==> config.mk <==
export PLATFORM = sky130hd
export DESIGN_NAME = mem_arbiter
export DESIGN_NICKNAME = d
export VERILOG_FILES = /design/src/rtl/mem_arbiter.sv
export SDC_FILE = /design/constraint.sdc
export NUM_CORES = 1
export LEC_CHECK = 0
export CORE_AREA = 2 2 336 338
export DETAILED_ROUTE_END_ITERATION = 6
export DIE_AREA = 0 0 338 340
export GPL_TIMING_DRIVEN = 0
export SLEW_MARGIN = 20
export SYNTH_ARGS = -nofsm -noshare
export SYNTH_HDL_FRONTEND = slang
export SYNTH_SLANG_ARGS = --single-unit
==> constraint.sdc <==
create_clock -name clk -period 1.9 [get_ports clk]
set_input_delay 0.38 -clock clk [delete_from_list [all_inputs] [get_ports clk]]
set_output_delay 0.38 -clock clk [all_outputs]
set_load 0.01 [all_outputs]
==> src/rtl/mem_arbiter.sv <==
// Two-requester arbiter sharing one memory port between an I-cache and a D-cache.
// One transaction in flight at a time; the winner's request is latched at grant
// and held on the memory bus until the memory returns its completion pulse.
module mem_arbiter #(
  parameter int unsigned ADDR_W     = 28,
  parameter int unsigned DATA_W     = 128,
  parameter int unsigned D_PRIORITY = 0
) (
  input  logic              clk,
  input  logic              rst_n,
  // I-cache side
  input  logic              i_read,
  input  logic              i_write,
  input  logic [ADDR_W-1:0] i_addr,
  input  logic [DATA_W-1:0] i_wdata,
  output logic [DATA_W-1:0] i_rdata,
  output logic              i_ready,
  // D-cache side
  input  logic              d_read,
  input  logic              d_write,
  input  logic [ADDR_W-1:0] d_addr,
  input  logic [DATA_W-1:0] d_wdata,
  output logic [DATA_W-1:0] d_rdata,
  output logic              d_ready,
  // Shared memory side
  output logic              mem_read,
  output logic              mem_write,
  output logic [ADDR_W-1:0] mem_addr,
  output logic [DATA_W-1:0] mem_wdata,
  input  logic [DATA_W-1:0] mem_rdata,
  input  logic              mem_ready
);

  typedef enum logic [1:0] {
    IDLE   = 2'd0,
    I_BUSY = 2'd1,
    D_BUSY = 2'd2
  } state_t;

  state_t              state_q;
  state_t              state_d;
  logic                last_d_q;   // 1 = D was granted most recently, 0 = I
  logic                grant_i;
  logic                grant_d;
  logic                i_req;
  logic                d_req;
  logic                op_read_q;
  logic                op_write_q;
  logic [ADDR_W-1:0]   addr_q;
  logic [DATA_W-1:0]   wdata_q;

  assign i_req = i_read | i_write;
  assign d_req = d_read | d_write;

  // State register and round-robin history
  always_ff @(posedge clk) begin
    if (!rst_n) begin
      state_q  <= IDLE;
      last_d_q <= 1'b0;
    end else begin
      state_q <= state_d;
      if (grant_d) begin
        last_d_q <= 1'b1;
      end else if (grant_i) begin
        last_d_q <= 1'b0;
      end
    end
  end

  // Next-state and grant selection; requests are only looked at in IDLE
  always_comb begin
    state_d = state_q;
    grant_i = 1'b0;
    grant_d = 1'b0;
    case (state_q)
      IDLE: begin
        if (i_req && d_req) begin
          // Under round-robin, the side not granted last time wins
          if ((D_PRIORITY != 0) || !last_d_q) begin
            grant_d = 1'b1;
          end else begin
            grant_i = 1'b1;
          end
        end else if (i_req) begin
          grant_i = 1'b1;
        end else if (d_req) begin
          grant_d = 1'b1;
        end
        if (grant_d) begin
          state_d = D_BUSY;
        end else if (grant_i) begin
          state_d = I_BUSY;
        end
      end
      I_BUSY, D_BUSY: begin
        if (mem_ready) begin
          state_d = IDLE;
        end
      end
      default: state_d = IDLE;
    endcase
  end

  // Latch the winner's request at grant; clear the bus strobes on completion
  always_ff @(posedge clk) begin
    if (!rst_n) begin
      op_read_q  <= 1'b0;
      op_write_q <= 1'b0;
      addr_q     <= '0;
      wdata_q    <= '0;
    end else if (grant_i) begin
      op_write_q <= i_write;
      op_read_q  <= i_read & ~i_write;
      addr_q     <= i_addr;
      wdata_q    <= i_wdata;
    end else if (grant_d) begin
      op_write_q <= d_write;
      op_read_q  <= d_read & ~d_write;
      addr_q     <= d_addr;
      wdata_q    <= d_wdata;
    end else if ((state_q != IDLE) && mem_ready) begin
      op_read_q  <= 1'b0;
      op_write_q <= 1'b0;
    end
  end

  assign mem_read  = op_read_q;
  assign mem_write = op_write_q;
  assign mem_addr  = addr_q;
  assign mem_wdata = wdata_q;

  // Completion steering; a pending reset suppresses the ready of the abandoned transaction
  always_comb begin
    i_ready = 1'b0;
    d_ready = 1'b0;
    i_rdata = '0;
    d_rdata = '0;
    if (rst_n && mem_ready) begin
      if (state_q == I_BUSY) begin
        i_ready = 1'b1;
        i_rdata = mem_rdata;
      end else if (state_q == D_BUSY) begin
        d_ready = 1'b1;
        d_rdata = mem_rdata;
      end
    end
  end

endmodule

---- After elaboration in Yosys (flattened, before gate mapping) ----
Index checks and enable logic that the tools add are counted.
storage, ports and cells
  flip-flop bits (word level) ............. 161
  input port bits ......................... 447
  output and inout port bits .............. 416
operators by class
  equality and inequality tests ........... 4
  mux-type cells .......................... 36
  bitwise operators ....................... 6
  reduce and logical (&&, ||, !) cells .... 9
operators with widths
  cell                                           count
  two-way mux 128 bit                            7
  two-way mux 28 bit                             2
  two-way mux 1 bit                              23
  two-way mux 2 bit                              3
  case mux 2 bit (2 select lines)                1
  nonzero test 2 bit                             2
  logical AND 1 bit                              3
  inequality test 3 bit, second input constant   1
  nonzero test 3 bit                             1
  AND 1 bit                                      2
  == test 2 x 1 -> 1 bit, second input constant  1
  == test 2 bit, second input constant           1
  logical NOT 2 bit                              1
  inequality test 2 bit, second input constant   1
  NOT 1 bit                                      2
  OR 1 bit                                       2
  AND reduction 2 bit                            1
  OR reduction 2 bit                             1

---- Logic depth before layout (Yosys ltp) ----
Gate-level depths: netlist of the first run.
  word-level depth ........................ 8
  mapped depth ............................ 9

---- Least setup slack after synthesis of the first run ----
Ideal clock, no wire load.
  kind .................................... input-to-output
  start ................................... input rst_n
  end ..................................... output d_rdata[107]
  arrival time ............................ 1.509 ns
  required time ........................... 1.520 ns
  path slack .............................. 0.011 ns
  stages on the path ...................... 6
  path buffers ............................ 3
  cells stage by stage .................... buf_2 > and3_1 > nor2b_1 > clkbuf_1 > clkbuf_1 > and2_1
between the ends
  word-level cells in the longest chain between the ends .. 2
ends and longest elaborated chain
  what                 RTL line  RTL
  from (decl)          10        input logic rst_n,
  logical AND 1 bit    138       if (rst_n && mem_ready) begin
  two-way mux 128 bit  138
  to (decl)            23        output logic [DATA_W-1:0] d_rdata,
No other way between the ends.

---- Worst setup path after layout of the first run ----
  start ................................... register state_q[0]
  end ..................................... output d_rdata[85]
between the ends
  word-level cells in the longest chain between the ends .. 4
  elaborated cells on any way between the ends .. 5
  those cells by class .................... eq/ne (2); mux (3)
ends and longest elaborated chain
  what                    RTL line  RTL
  from (decl)             40        state_t state_q;
  from (signal assigned)  61        state_q <= state_d;
  == test 2 bit           142       end else if (state_q == D_BUSY) begin
  two-way mux 128 bit     142
  two-way mux 128 bit *   139       if (state_q == I_BUSY) begin
  two-way mux 128 bit *   138
Mark *: on every way between the ends. The rest lies on a longest branch, timed or not.

==> results.txt, run 1 <==
RR Startpoint: state_q[1]$_SDFFE_PN0P_
CTS Buf Count: 17
Reg-to-Reg End: mem_addr[19]$_SDFFE_PN0P_
Die Area: 115000 µm²
Sink Count: 161
fmax: 394 MHz
PnR worst setup slack: -0.637 ns
largest net degree at the start of global routing: 20
RSZ-0062 raised after global routing: yes
post-synthesis simple-gate area fraction: 27.2%
Worst setup EP type: primary output
gp weighted congestion: 0.905
I/O Buffers: 861
Reg2Reg Depth: 9
layout cells sized above 1: 21.7%
Synth top area share: 37.7%
syn avg cell area: 7.15 µm²
Ports: 863
XOR/XNOR Fraction of Synth Area: 0%
Yosys cell types: 29
Pwr Density: 911 nW/µm²
top post-synthesis cells by area: dfxtp_1 (38%), and2_1 (19%), a21oi_1 (18%), o21ai_0 (8.7%), nand2_1 (7.0%)
r2r setup slk: -0.36 ns
Initial DRC Count: 678
worst-case clock skew: 0.0173 ns
clock insertion delay at the later pin of the skew report: 0.51 ns
htree depth: 4
Starting Density: 7.65%
post-synth top area cell: dfxtp_1
complex-gate fraction of the synthesized area: 28.3%
CP startpoint: state_q[0]$_SDFFE_PN0P_
failing checks: negative setup slack
fill count: 12627
placed cells: 3556
initial antenna violation count: 105
Final HPWL DP: 85400 µm
pre-CTS worst setup slack: -2.27 ns
routed vias/inst: 3.52
final worst path period need: 2.54 ns
Required @ worst endpoint: 1.52 ns
Pre-Repair DR Iteration Count: 5
Rows: 123
startpoint types: flip-flop
post-synthesis adder-cell area fraction: 0.439%
final setup violation count: 453
Critical Path AT: 2.16 ns
status: finished with violations
first-pass GRT wire length: 123000 µm
slowest stage delay, CP: 0.34 ns
Final Hold Vio Count: 0
Max FO, Critical Path: 6
Syn. warnings: 0
largest family of logic cells by synthesized area: compound AO/OA/AOI/OAI gates
CTS tree: built
hold_ws: 0.418 ns
WP depth: 9
GRT Util Overall: 16.5%
Die X: 338 µm
syn_nets: 1645
Chip Height: 340 µm
Clock Path Buffers: 2
mapped cell area: 8540 µm²
Net count, final: 2562
P_leak: 8.40 nW
relative slew slack: 36.3%
WP buf/inv: 5
Routed WL per cell: 27.2 µm
post-synthesis mux area share: 0%
cell-by-cell trace of the critical path: inv_2 -> ha_4 -> and3_4 -> nor2b_4 -> buf_12 -> buf_16 -> clkbuf_8 -> and2_4 -> buf_2
DRT Wirelength: 99300 µm
Hold Buf Count CTS: 0
final core utilization: 18.2%
slowest cell on the critical path: dfxtp_2
vias in the first global route: 12508
Max Slew Vio Count: 0
min-delay worst type: primary input to flip-flop
clk root buf: clkbuf_16
Worst Hold Path Cells: 3
maximum vdd drop: 0.712 mV
Top Family by Delay on Critical Path: buffers and inverters
WS Path Type: flip-flop to primary output
Seq/Total Area, Yosys: 37.7%
Post-Layout Cell Count: 3646
vias post-DR: 12843
Tightest Pin Transition: 0.955 ns
Tcrit/Tclk final: 134%
grt total ovfl: 0
Detail Route Antenna Nets: 0
Max-Cap Viols: 0
core box area: 112000 µm²
clock-pin slew on the worst setup and hold paths: 0.09 ns
Yosys reg bits: 161
Post-Syn Instances: 1195
hold path start: d_wdata[67]
synth-to-layout area growth: 138%
WHS Endpoint: mem_wdata[67]$_SDFFE_PN0P_
drt drc: 0
-- cell usage after synthesis --
library cell,number
o221a_2,1
o31ai_4,1
dfxtp_1,161
o21ai_1,6
ha_1,3
nor3b_1,1
a21o_1,1
nand3b_1,2
nor2b_1,3
buf_1,7
and3_1,2
nand2b_1,2
buf_4,12
or2_4,1
buf_6,2
o21a_1,1
buf_2,26
nand4_1,1
a31oi_1,1
nand2_1,160
and2_1,257
o21bai_1,1
inv_1,3
a21oi_1,314
o31a_1,1
nor2_1,2
clkbuf_1,68
o21ai_0,149
nand3_1,6
-- power breakdown --
group / internal (W) / switching, W
clock network: 0.00193 / 0.00201
registers: 0.00437 / 0.000615
logic: 0.00426 / 0.00536
-- sequential cells by signal (all words and copies together), names as in the netlist --
signal and count:
last_d_q 1, mem_wdata 128, mem_addr 28, mem_write 1, state_q 2, mem_read 1
-- worst max path at each step --
stage              endpoint  slack (ns)
3_3_place_gp    i_rdata[98]       -2.28
3_5_place_dp    i_rdata[98]       -2.27
5_1_grt         d_rdata[90]       -0.75
2_1_floorplan  d_rdata[107]        0.01
6_report        d_rdata[85]       -0.64
4_1_cts         i_rdata[59]       -0.79
-- what timing repair did --
item	4_1_cts	5_1_grt
buffers inserted	17	5
cloned	12	8
pin swaps	9	24
setup endpoints to repair	475	484
gates resized for setup	991	325
-- tightest hold or removal path, cell delays in order --
cell and delay [ns]:
clkdlybuf4s50_1 0.40, nand2_1 0.06, a21oi_1 0.05
-- per-stage QoR --
step           total power, W  TNS, ns  cell area (µm²)
2_1_floorplan         0.00849        0             8540
4_1_cts                0.0188  -243.36            20100
3_5_place_dp           0.0145  -568.51            19000
3_3_place_gp           0.0145  -561.99            19000
6_report               0.0186  -174.05            20400
5_1_grt                0.0196  -239.19            20300
-- cell type report --
class | instances | area (µm²) | area share (%)
Clock buffer | 17 | 425 | 2.09
Antenna cell | 21 | 52.6 | 0.258
Clock inverter | 15 | 208 | 1.02
Multi-Input combinational cell | 916 | 5010 | 24.6
Timing Repair Buffer | 900 | 8550 | 42.0
Tap cell | 1500 | 1880 | 9.22
Inverter | 3 | 13.8 | 0.0676
Sequential cell | 161 | 3230 | 15.9
Buffer | 113 | 997 | 4.90
-- placed cells by master, fill, tap and decap left out, types with 7 or more instances in the layout --
cell and n:
buf_4 26, dfxtp_1 159, and2_1 183, dlygate4sd2_1 21, a21oi_1 314, diode_2 21
buf_6 78, o21ai_0 149, and2_4 74, inv_8 7, clkbuf_2 23, buf_8 22
clkbuf_1 37, buf_2 155, clkdlybuf4s50_1 604, clkbuf_16 39, nand2_1 160
-- metal layers --
| layer | up-vias | global-route usage (%) | part of all wire [%] |
|---|---|---|---|
| li1 | 5884 | - | - |
| met1 | 5939 | 18.1 | 38 |
| met2 | 752 | 28.7 | 50 |
| met3 | 198 | 7.71 | 11 |
| met4 | 70 | 4.04 | 1.7 |
| met5 | - | 0 | 0.46 |
-- logic make-up (layout without fill, tap and decap cells) --
kind of cell / Yosys count / after routing
buffers and inverters: 118 / 1048
AO/OA/AOI/OAI: 476 / 476
adder cells (fa/ha/maj): 3 / 3
AND/OR/NAND/NOR: 437 / 437
other: 0 / 21
flip-flops: 161 / 161
No activity file was read; power rests on OpenSTA's default activity.
==> run 2: changes to the inputs <==
- CAP_MARGIN: not set -> 20
==> results of run 2 <==
Final layout, timing and power as in run 1 (identical DEF).
